## src/rtl/wb_result_arbiter.sv

```systemverilog
// wb_result_arbiter
//   Collects execution-unit results over valid/ready, buffers them in one small FIFO
//   per unit and drives up to WB_WIDTH registered physical-regfile writes per cycle.
//   Units are granted round-robin starting at rr_ptr; the k-th grant lands on lane k.
//   Optional feature macro: WB_ARB_BYPASS_EN -- a valid result from a unit whose FIFO
//   is empty may be granted in its arrival cycle and written straight to the output
//   registers (1-cycle latency). Undefined (default): every result goes through its FIFO.
module wb_result_arbiter #(
  parameter int EU_NUM           = 4,
  parameter int WB_WIDTH         = 2,
  parameter int FIFO_DEPTH       = 2,
  parameter int PHY_REG_ID_WIDTH = 6,
  parameter int REG_DATA_WIDTH   = 32
) (
  input  logic                                           clk,
  input  logic                                           rst,
  input  logic                                           flush,
  input  logic [EU_NUM-1:0]                              eu_wb_valid,
  output logic [EU_NUM-1:0]                              eu_wb_ready,
  input  logic [EU_NUM-1:0][PHY_REG_ID_WIDTH-1:0]        eu_wb_id,
  input  logic [EU_NUM-1:0][REG_DATA_WIDTH-1:0]          eu_wb_data,
  output logic [WB_WIDTH-1:0][PHY_REG_ID_WIDTH-1:0]      wb_phyf_id,
  output logic [WB_WIDTH-1:0][REG_DATA_WIDTH-1:0]        wb_phyf_data,
  output logic [WB_WIDTH-1:0]                            wb_phyf_we
);

  localparam int EU_IDX_W = (EU_NUM > 1) ? $clog2(EU_NUM) : 1;
  localparam int PTR_W    = $clog2(FIFO_DEPTH);
  localparam int CNT_W    = $clog2(FIFO_DEPTH + 1);

  logic [PHY_REG_ID_WIDTH-1:0] fifo_id_q   [EU_NUM][FIFO_DEPTH];
  logic [PHY_REG_ID_WIDTH-1:0] fifo_id_d   [EU_NUM][FIFO_DEPTH];
  logic [REG_DATA_WIDTH-1:0]   fifo_data_q [EU_NUM][FIFO_DEPTH];
  logic [REG_DATA_WIDTH-1:0]   fifo_data_d [EU_NUM][FIFO_DEPTH];
  logic [PTR_W-1:0]            wr_ptr_q    [EU_NUM];
  logic [PTR_W-1:0]            wr_ptr_d    [EU_NUM];
  logic [PTR_W-1:0]            rd_ptr_q    [EU_NUM];
  logic [PTR_W-1:0]            rd_ptr_d    [EU_NUM];
  logic [CNT_W-1:0]            count_q     [EU_NUM];
  logic [CNT_W-1:0]            count_d     [EU_NUM];
  logic [EU_IDX_W-1:0]         rr_ptr_q, rr_ptr_d;

  logic [WB_WIDTH-1:0][PHY_REG_ID_WIDTH-1:0] wb_id_q, wb_id_d;
  logic [WB_WIDTH-1:0][REG_DATA_WIDTH-1:0]   wb_data_q, wb_data_d;
  logic [WB_WIDTH-1:0]                       wb_we_q, wb_we_d;

  logic [EU_NUM-1:0]   grant_s;
  logic [EU_NUM-1:0]   bypass_s;
  logic [EU_NUM-1:0]   push_s;
  logic [EU_NUM-1:0]   pop_s;
  logic [EU_IDX_W-1:0] last_s;
  logic                any_grant_s;

  assign wb_phyf_id   = wb_id_q;
  assign wb_phyf_data = wb_data_q;
  assign wb_phyf_we   = wb_we_q;

  // Ready reflects FIFO room only (never valid); a full FIFO stays not-ready even while popping.
  always_comb begin
    eu_wb_ready = '0;
    for (int e = 0; e < EU_NUM; e++) begin
      if (rst) begin
        eu_wb_ready[e] = 1'b0;
      end else begin
        eu_wb_ready[e] = (count_q[e] < CNT_W'(FIFO_DEPTH));
      end
    end
  end

  // Round-robin scan from rr_ptr: first WB_WIDTH qualifying units get lanes 0..WB_WIDTH-1.
  always_comb begin
    logic [EU_IDX_W-1:0] e;
    logic                qual;
    int                  n;
    e           = '0;
    qual        = 1'b0;
    n           = 0;
    grant_s     = '0;
    bypass_s    = '0;
    last_s      = rr_ptr_q;
    any_grant_s = 1'b0;
    wb_we_d     = '0;
    wb_id_d     = '0;
    wb_data_d   = '0;
    for (int i = 0; i < EU_NUM; i++) begin
      e = EU_IDX_W'((int'(rr_ptr_q) + i) % EU_NUM);
`ifdef WB_ARB_BYPASS_EN
      qual = (count_q[e] != '0) || (eu_wb_valid[e] && eu_wb_ready[e]);
`else
      qual = (count_q[e] != '0);
`endif
      if (qual && (n < WB_WIDTH) && !flush) begin
        grant_s[e]  = 1'b1;
        bypass_s[e] = (count_q[e] == '0);
        last_s      = e;
        any_grant_s = 1'b1;
        for (int k = 0; k < WB_WIDTH; k++) begin
          if (k == n) begin
            wb_we_d[k] = 1'b1;
            if (count_q[e] == '0) begin
              wb_id_d[k]   = eu_wb_id[e];
              wb_data_d[k] = eu_wb_data[e];
            end else begin
              wb_id_d[k]   = fifo_id_q[e][rd_ptr_q[e]];
              wb_data_d[k] = fifo_data_q[e][rd_ptr_q[e]];
            end
          end else begin
            wb_we_d[k] = wb_we_d[k];
          end
        end
        n = n + 1;
      end else begin
        n = n;
      end
    end
  end

  // FIFO push/pop bookkeeping and next round-robin pointer; flush clears everything.
  always_comb begin
    fifo_id_d   = fifo_id_q;
    fifo_data_d = fifo_data_q;
    wr_ptr_d    = wr_ptr_q;
    rd_ptr_d    = rd_ptr_q;
    count_d     = count_q;
    push_s      = '0;
    pop_s       = '0;
    for (int e = 0; e < EU_NUM; e++) begin
      push_s[e] = eu_wb_valid[e] && eu_wb_ready[e] && !flush && !bypass_s[e];
      pop_s[e]  = grant_s[e] && !bypass_s[e];
      if (flush) begin
        wr_ptr_d[e] = '0;
        rd_ptr_d[e] = '0;
        count_d[e]  = '0;
      end else begin
        if (push_s[e]) begin
          fifo_id_d[e][wr_ptr_q[e]]   = eu_wb_id[e];
          fifo_data_d[e][wr_ptr_q[e]] = eu_wb_data[e];
          wr_ptr_d[e]                 = wr_ptr_q[e] + PTR_W'(1);
        end else begin
          wr_ptr_d[e] = wr_ptr_q[e];
        end
        if (pop_s[e]) begin
          rd_ptr_d[e] = rd_ptr_q[e] + PTR_W'(1);
        end else begin
          rd_ptr_d[e] = rd_ptr_q[e];
        end
        count_d[e] = count_q[e] + CNT_W'(push_s[e]) - CNT_W'(pop_s[e]);
      end
    end
    if (flush) begin
      rr_ptr_d = '0;
    end else if (any_grant_s) begin
      rr_ptr_d = (last_s == EU_IDX_W'(EU_NUM - 1)) ? '0 : last_s + EU_IDX_W'(1);
    end else begin
      rr_ptr_d = rr_ptr_q;
    end
  end

  // State and output registers with synchronous active-high reset.
  always_ff @(posedge clk) begin
    if (rst) begin
      for (int e = 0; e < EU_NUM; e++) begin
        wr_ptr_q[e] <= '0;
        rd_ptr_q[e] <= '0;
        count_q[e]  <= '0;
      end
      rr_ptr_q  <= '0;
      wb_we_q   <= '0;
      wb_id_q   <= '0;
      wb_data_q <= '0;
    end else begin
      fifo_id_q   <= fifo_id_d;
      fifo_data_q <= fifo_data_d;
      wr_ptr_q    <= wr_ptr_d;
      rd_ptr_q    <= rd_ptr_d;
      count_q     <= count_d;
      rr_ptr_q    <= rr_ptr_d;
      wb_we_q     <= wb_we_d;
      wb_id_q     <= wb_id_d;
      wb_data_q   <= wb_data_d;
    end
  end

endmodule
```

## config.mk

```make
export PLATFORM = sky130hd
export DESIGN_NAME = wb_result_arbiter
export DESIGN_NICKNAME = d
export VERILOG_FILES = /design/src/rtl/wb_result_arbiter.sv
export SDC_FILE = /design/constraint.sdc
export NUM_CORES = 1
export LEC_CHECK = 0
export ABC_AREA = 1
export BUFFER_PORTS_ARGS = -buffer_cell sky130_fd_sc_hd__clkbuf_2
export CELL_PAD_IN_SITES_DETAIL_PLACEMENT = 1
export CELL_PAD_IN_SITES_GLOBAL_PLACEMENT = 1
export CORE_MARGIN = 8
export CORE_UTILIZATION = 45
export DETAILED_ROUTE_END_ITERATION = 10
export HOLD_SLACK_MARGIN = 0.08
export PLACE_DENSITY = 0.86
export SYNTH_ARGS = -nofsm -noshare
export SYNTH_HDL_FRONTEND = slang
export SYNTH_SLANG_ARGS = --single-unit
```

## constraint.sdc

```tcl
create_clock -name clk -period 7.3 [get_ports clk]
set_input_delay 1.46 -clock clk [delete_from_list [all_inputs] [get_ports clk]]
set_output_delay 1.46 -clock clk [all_outputs]
set_load 0.03 [all_outputs]
```

==> metrics.md, run 1 <==
| Metric | Value |
|---|---|
| FMAX | `about 0.18 GHz` |
| Leak | `between 10 and 15 nW` |
| I/O pin cnt | `approximately 240` |
| Die area | `approximately 67,000 um2` |
| Clock H-tree levels | `2` |
| Slew margin rel. | `~21%` |
| Hold-fix buffers, CTS | `0` |
| Cell Area, Synth | `approximately 27,000 um2` |
| Post-CTS setup buffers | `0` |
| Largest buffer count on any clock path | `3` |
| Final Cell Area | `29,800 um2` |
| Post-synth EDFFs | `approximately 300` |
| Hold_ws | `between 500 and 600 ps` |
| CP Depth | `14` |
| Placed Area | `around 28,000 um2` |
| Worst Setup Path Type | `register to register` |
| Die width | `~260 um` |
| Most common cell after layout, fill and taps aside | `nand2_1` |
| Synthesis-to-finish area growth | `11.3%` |
| Nets | `4,120` |
| Worst skew pair latency | `about 610 ps` |
| CTS Sinks | `400` |
| Critical-path top delay cell | `buf_4` |
| Total GRT Usage | `a little under a third` |
| Layout cell share with drive strength beyond 1 | `between 10% and 20%` |
| Maximum VDD drop | `0.159 mV` |
| Core ar. | `approximately 59,000 um2` |
| Slew Limit Fails | `0` |
| Num CTS Buffers | `48` |
| Post-Syn Instances | `between 3,000 and 4,000` |
| Global route overflow | `0` |
| Crit path buffers/inverters | `3` |
| Root Buffer | `clkbuf_16` |
| Max-cap violations | `0` |
| Cell mode on critical path | `nand2_1` |
| Fin. Hold Viols | `0` |
| First-pass GRT wire length | `around 160,000 um` |
| Arrival time worst endpoint | `5950 ps` |
| WL final | `between 100,000 and 150,000 um` |
| Delay-heaviest family, CP | `buffers and inverters` |
| Setup Skew | `between 20 and 25 ps` |
| CTS tree | `done` |
| Final Wtd Congestion | `0.832` |
| Min-Delay Path Class | `register to register` |
| Largest net degree at the start of global routing | `207` |
| Syn avg cell area | `just under 7 um2` |
| Async set-or-reset flop fraction in the synthesized netlist | `0%` |
| DRT Pass-1 Iters | `7` |
| CP startpoint | `rr_ptr_q[1]$_SDFFE_PP0P_` |
| Crit path time final | `roughly 5500 ps` |
| Status | `completed` |
| Cells on worst reg2reg path | `14` |
| DRC | `0` |
| Setup slack, reg-to-reg | `approximately 1800 ps` |
| Period utilization | `between 70% and 80%` |
| Die Ht | `about 260 um` |
| RSZ-0062 raised after global routing | `false` |
| DPL Wire Length | `~66,000 um` |
| Initial antenna violation count | `2` |
| Post-cts resize count | `0` |
| Number of routed nets with antenna violations | `0` |
| RR Startpoint | `rr_ptr_q[1]$_SDFFE_PP0P_` |
| Critical path data required time | `roughly 8000 ps` |
| Setup crit end kind | `register` |
| Slew @ Worst Pin | `1190 ps` |
| Number of global-route vias before repair | `around 28,000` |
| Row cnt | `89` |
| Synth cell types | `37` |
| Synth Warn # | `0` |
| Ys flop type | `edfxtp_1` |
| # port buffers | `240` |
| Clock Pin Slew Worst Setup and Hold Paths | `60 ps` |
| Vias/cell | `~5.8` |
| Setup crit start kind | `register` |
| Final setup viols | `0` |
| Wire per inst | `around 22 um` |
| Setup tns final | `0 ps` |
| Number of DRC markers in iteration 0 | `roughly 2,200` |
| Yosys reg bits | `400` |
| Syn nets | `between 4,000 and 5,000` |
| Seq/Total Area, Yosys | `41.3%` |
| Routed via count | `around 28,000` |
| Pwr dens | `approximately 230 nW/um2` |
| CP cell instances | `inv_6, ha_4, buf_4, nand2_1, o21ai_4, buf_4, o21ai_0, nand2_1, nand4_1, nand2_1, nand2_1, nand2_1, nor2_1, nor2_1` |
| Initial Util | `45.4%` |
| Crit Path Max Fanout | `86` |
| Most frequent cells in the layout | `1,194 x nand2_1, 647 x o21ai_0, 523 x nor2_1` |
| RR Endpoint | `wb_phyf_data[24]$_SDFF_PP0_` |
| Critical path endpoint | `wb_phyf_data[24]$_SDFF_PP0_` |
| Antenna diodes | `0` |
| Max stage delay on crit path | `approximately 970 ps` |
power breakdown:
group	switching, mW	internal, mW	leakage, nW	total, mW
Sequential	0.0480	2.51	3.54	2.56
Clock	1.02	1.45	0.776	2.47
Combinational	1.24	0.476	9.06	1.71
worst register-to-register path: stages (launching register included):
cell and delay (ps):
dfxtp_4 900, inv_6 490, ha_4 840, buf_4 970, nand2_1 250, o21ai_4 130, buf_4 660, o21ai_0 270
nand2_1 180, nand4_1 100, nand2_1 110, nand2_1 50, nand2_1 90, nor2_1 40, nor2_1 270
layout make-up:
| type | instances | area [um2] |
|---|---|---|
| sequential | 400 | 11100 |
| timing repair buffer | 282 | 1530 |
| clock inverter | 19 | 196 |
| fill | 7691 | 29100 |
| clock buffer | 71 | 1380 |
| tap | 773 | 967 |
| multi-input combinational | 2898 | 13400 |
| inverter | 314 | 1200 |
sequential cells by signal, indices dropped and copies added, names as in the netlist:
name and flops:
count_q 8, fifo_data_q 256, fifo_id_q 48, rd_ptr_q 4, rr_ptr_q 2, wb_phyf_data 64, wb_phyf_id 12, wb_phyf_we 2
wr_ptr_q 4
cells in the mapped netlist, drive strengths merged (4+ instances only):
cell type / count / area share, %
a211oi: 38 / 1.1
a31o: 4 / 0.13
inv: 313 / 4.4
nand4: 39 / 0.91
nand3: 97 / 1.9
or2: 37 / 0.87
o21ai: 721 / 13
a31oi: 53 / 1.2
a21oi: 56 / 1.1
nor2: 535 / 7.6
mux2i: 87 / 3.3
nand2: 1201 / 17
edfxtp: 304 / 34
xnor2: 4 / 0.13
o211ai: 4 / 0.11
ha: 17 / 0.80
dfxtp: 96 / 7.2
clkbuf: 162 / 2.3
buf: 127 / 2.4
how the worst min path moves through the flow:
stage	start	endpoint	depth (start not counted)
2_1_floorplan	count_q[1]$_SDFF_PP0_	count_q[1]$_SDFF_PP0_	2
3_3_place_gp	count_q[1]$_SDFF_PP0_	count_q[1]$_SDFF_PP0_	2
3_5_place_dp	count_q[1]$_SDFF_PP0_	count_q[1]$_SDFF_PP0_	2
4_1_cts	count_q[5]$_SDFF_PP0_	count_q[5]$_SDFF_PP0_	2
5_1_grt	count_q[1]$_SDFF_PP0_	count_q[1]$_SDFF_PP0_	2
6_report	count_q[1]$_SDFF_PP0_	count_q[1]$_SDFF_PP0_	2
metrics by stage:
step	cells	setup slack, ps	utilization, %	power [mW]
after detailed placement	4667	1790	47.8	4.27
after CTS	4757	1980	50.5	6.74
after floorplan	3901	3270	-	3.72
final	4757	1840	50.5	6.74
after global routing	4757	1610	50.5	7.01
after global placement	4667	1990	47.8	4.22
routing by layer:
layer,wire length [um],GRT usage [%]
met5,27,0
met4,5380,14.8
met3,7410,4.06
met2,48900,49.8
met1,43100,38.7
kinds of logic (layout without fill, tap and decap cells):
group	count (synthesis)	count (layout)	share of synthesized area, %
AO/OA/AOI/OAI	880	880	17.2
XOR/XNOR	4	4	0.131
adder cells (fa/ha/maj)	17	17	0.795
buffers and inverters	603	686	9.06
flip-flops	400	400	41.3
multiplexers	87	87	3.26
AND/OR/NAND/NOR	1910	1910	28.2
No activity file was read; power rests on OpenSTA's default activity.
==> inputs of run 2 (changes only) <==
--- a/config.mk
+++ b/config.mk
@@ -10,10 +10,10 @@
 export CELL_PAD_IN_SITES_DETAIL_PLACEMENT = 1
 export CELL_PAD_IN_SITES_GLOBAL_PLACEMENT = 1
 export CORE_MARGIN = 8
-export CORE_UTILIZATION = 45
+export CORE_UTILIZATION = 44
 export DETAILED_ROUTE_END_ITERATION = 10
 export HOLD_SLACK_MARGIN = 0.08
-export PLACE_DENSITY = 0.86
+export PLACE_DENSITY = 0.85
 export SYNTH_ARGS = -nofsm -noshare
 export SYNTH_HDL_FRONTEND = slang
 export SYNTH_SLANG_ARGS = --single-unit
==> constraint.sdc (replaced) <==
create_clock -name clk -period 5.2 [get_ports clk]
set_input_delay 1.04 -clock clk [delete_from_list [all_inputs] [get_ports clk]]
set_output_delay 1.04 -clock clk [all_outputs]
set_load 0.03 [all_outputs]
==> run 2 against run 1 <==
  * Wire length up 0.58%
  * Flip-flop and latch count did not move
  * Total power increased by 45%
  * Clock power increased by 52%
  * Via count up 0.11%
  * Die area is 2.1% higher
  * Final cell count is 0.38% higher
  * Fmax rose by 24%
  * Core utilization decreased by 0.59 points
  * Largest cell class unchanged
==> metrics.md, run 2 (synthesized netlist as in run 1, its figures left out) <==
| Metric | Value |
|---|---|
| Nets | `4,127 (+0.17%)` |
| Tot Pwr | `9.75 mW (+45%)` |
| RR Startpoint | `rr_ptr_q[0]$_SDFFE_PP0P_` |
| RR Endpoint | `wb_phyf_data[3]$_SDFF_PP0_` |
| Setup Skew | `22.0 ps (-1.91 ps)` |
| Hold-fix buffers, CTS | `0 (unchanged)` |
| Delay-heaviest family, CP | `buffers and inverters` |
| Status | `completed` |
| Initial Util | `44.4% (-1.0 points)` |
| Period utilization | `84.7% (+9.9 points)` |
| Number of DRC markers in iteration 0 | `2,278 (+4.3%)` |
| Layout fillers | `7,818 (+1.7%)` |
| Min-Delay Path Class | `register to register` |
| Routed via count | `27,600 (+0.11%)` |
| Max stage delay on crit path | `680 ps (-290 ps)` |
| Final setup viols | `0 (unchanged)` |
| CTS Sinks | `400 (unchanged)` |
| Maximum VDD drop | `0.308 mV (+93%)` |
| Number of routed nets with antenna violations | `0 (unchanged)` |
| Most frequent cells in the layout | `1,194 x nand2_1, 647 x o21ai_0, 523 x nor2_1` |
| Pwr dens | `324 nW/um2 (+43%)` |
| WHS Endpoint | `count_q[1]$_SDFF_PP0_` |
| Setup crit end kind | `register` |
| Final Cell Area | `30,100 um2 (+1.1%)` |
| Number of global-route vias before repair | `27,800 (-0.93%)` |
| Fin. Hold Viols | `0 (unchanged)` |
| Worst Setup Path Type | `register to register` |
| Wire per inst | `22.1 um (+0.20%)` |
| Total GRT Usage | `29.4% (-0.77 points)` |
| Most flop-heavy register | `fifo_data_q` |
| Synthesis-to-finish area growth | `12.5%` |
| Die width | `263 um (+1.1%)` |
| Row cnt | `90 (+1.1%)` |
| Critical path data required time | `5700 ps (-2100 ps)` |
| Hold wc startpoint | `count_q[1]$_SDFF_PP0_` |
| Cell mode on critical path | `nand2_1` |
| Crit path time final | `4400 ps (-1050 ps)` |
| Setup crit start kind | `register` |
| Max FFs per register | `256 (unchanged)` |
| Largest net degree at the start of global routing | `286 (+38%)` |
| Leak | `13.5 nW (+1.1%)` |
| Num CTS Buffers | `49 (+2.1%)` |
| Setup slack, reg-to-reg | `800 ps (-1050 ps)` |
| WL final | `105,000 um (+0.58%)` |
| Post-cts resize count | `0 (unchanged)` |
| Root Buffer | `clkbuf_16` |
| Clock Pin Slew Worst Setup and Hold Paths | `60 ps (about the same)` |
| Cells on worst reg2reg path | `11 (-3)` |
| Vias/cell | `5.79 (-0.27%)` |
| Crit Path Max Fanout | `94 (+9.3%)` |
| Arrival time worst endpoint | `4900 ps (-1050 ps)` |
| Most common cell after layout, fill and taps aside | `nand2_1` |
| CTS tree | `done` |
| Layout cell share with drive strength beyond 1 | `10.3% (+0.28 points)` |
| Setup tns final | `0 ps (unchanged)` |
| # port buffers | `240 (unchanged)` |
| Hold Crit Depth | `2 (unchanged)` |
| DRC | `0 (unchanged)` |
| FMAX | `0.227 GHz (+24%)` |
| Largest buffer count on any clock path | `3 (unchanged)` |
| First-pass GRT wire length | `161,000 um (+0.21%)` |
| Slew margin rel. | `8.78% (-12 points)` |
| Area of the multi-input gates | `13,400 um2 (unchanged)` |
| Crit path buffers/inverters | `3 (unchanged)` |
| CP cell instances | `inv_8, ha_4, buf_4, nand2_1, nand2_4, nand3_4, a21oi_4, buf_4, nand2_1, nand2_1, nor2_1` |
| Initial antenna violation count | `1 (-1)` |
| Slew @ Worst Pin | `1370 ps (+179 ps)` |
| Core ar. | `60,200 um2 (+2.3%)` |
| DRT Pass-1 Iters | `6 (-1)` |
| Die area | `68,900 um2 (+2.1%)` |
| DPL Wire Length | `64,800 um (-1.6%)` |
| Post-CTS setup buffers | `0 (unchanged)` |
| Slew Limit Fails | `0 (unchanged)` |
| Final Wtd Congestion | `0.841 (+1.1%)` |
| Global route overflow | `0 (unchanged)` |
| Clock H-tree levels | `2 (unchanged)` |
| I/O pin cnt | `241 (unchanged)` |
| Die Ht | `263 um (+1.1%)` |
| RSZ-0062 raised after global routing | `false` |
| Critical-path top delay cell | `dfxtp_4` |
| Worst skew pair latency | `600 ps (about the same)` |
| Max-cap violations | `0 (unchanged)` |
| Placed Area | `28,300 um2 (+0.55%)` |
| Storage element area | `11,100 um2 (unchanged)` |
| Fin util | `49.9% (-0.59 points)` |
==> run 2: routing by layer <==
| layer | routed length [um] | track usage (%) |
|---|---|---|
| met4 | 4430 | 12.3 |
| met2 | 50100 | 49.8 |
| met5 | 0 | 0 |
| met3 | 7860 | 4.20 |
| met1 | 43000 | 37.4 |
==> run 2: layout make-up <==
cell class / count / area share (%)
Inverter: 314 / 3.98
Clock buffer: 62 / 4.55
Sequential cell: 400 / 36.8
Multi-Input combinational cell: 2898 / 44.6
Timing Repair Buffer: 288 / 5.57
Antenna cell: 1 / 0.00832
Clock inverter: 30 / 1.23
Tap cell: 782 / 3.25
==> run 2: power breakdown <==
part / total, mW / switching, mW / internal, mW
sequential: 3.58 / 0.0559 / 3.53
combinational: 2.42 / 1.74 / 0.686
clock: 3.75 / 1.44 / 2.30
total: 9.75 / 3.24 / 6.52
==> run 2: worst max-delay path by stage <==
stage,slack (ps),endpoint,cells after the start,startpoint
floorplan,1550,count_q[1]$_SDFF_PP0_,21,rr_ptr_q[0]$_SDFFE_PP0P_
global placement,1020,wb_phyf_data[7]$_SDFF_PP0_,11,rr_ptr_q[0]$_SDFFE_PP0P_
detailed placement,910,wb_phyf_data[3]$_SDFF_PP0_,11,rr_ptr_q[0]$_SDFFE_PP0P_
CTS,910,wb_phyf_data[3]$_SDFF_PP0_,11,rr_ptr_q[0]$_SDFFE_PP0P_
global route,560,wb_phyf_data[3]$_SDFF_PP0_,11,rr_ptr_q[0]$_SDFFE_PP0P_
finish,800,wb_phyf_data[3]$_SDFF_PP0_,11,rr_ptr_q[0]$_SDFFE_PP0P_
==> run 2: per-stage QoR <==
stage / cells / hold WS, ps / setup slack [ps]
finish: 4775 / 538 / 795
global route: 4775 / 572 / 556
CTS: 4774 / 539 / 914
detailed placement: 4682 / 530 / 909
global placement: 4682 / 511 / 1020
floorplan: 3901 / 478 / 1550
==> run 2: worst min-delay path: cells and delay by family (launching register included) <==
family | cells | cell delay, ps
AOI/OAI and AO/OA | 1 | 60
and+or+nand+nor | 1 | 80
DFF | 1 | 340
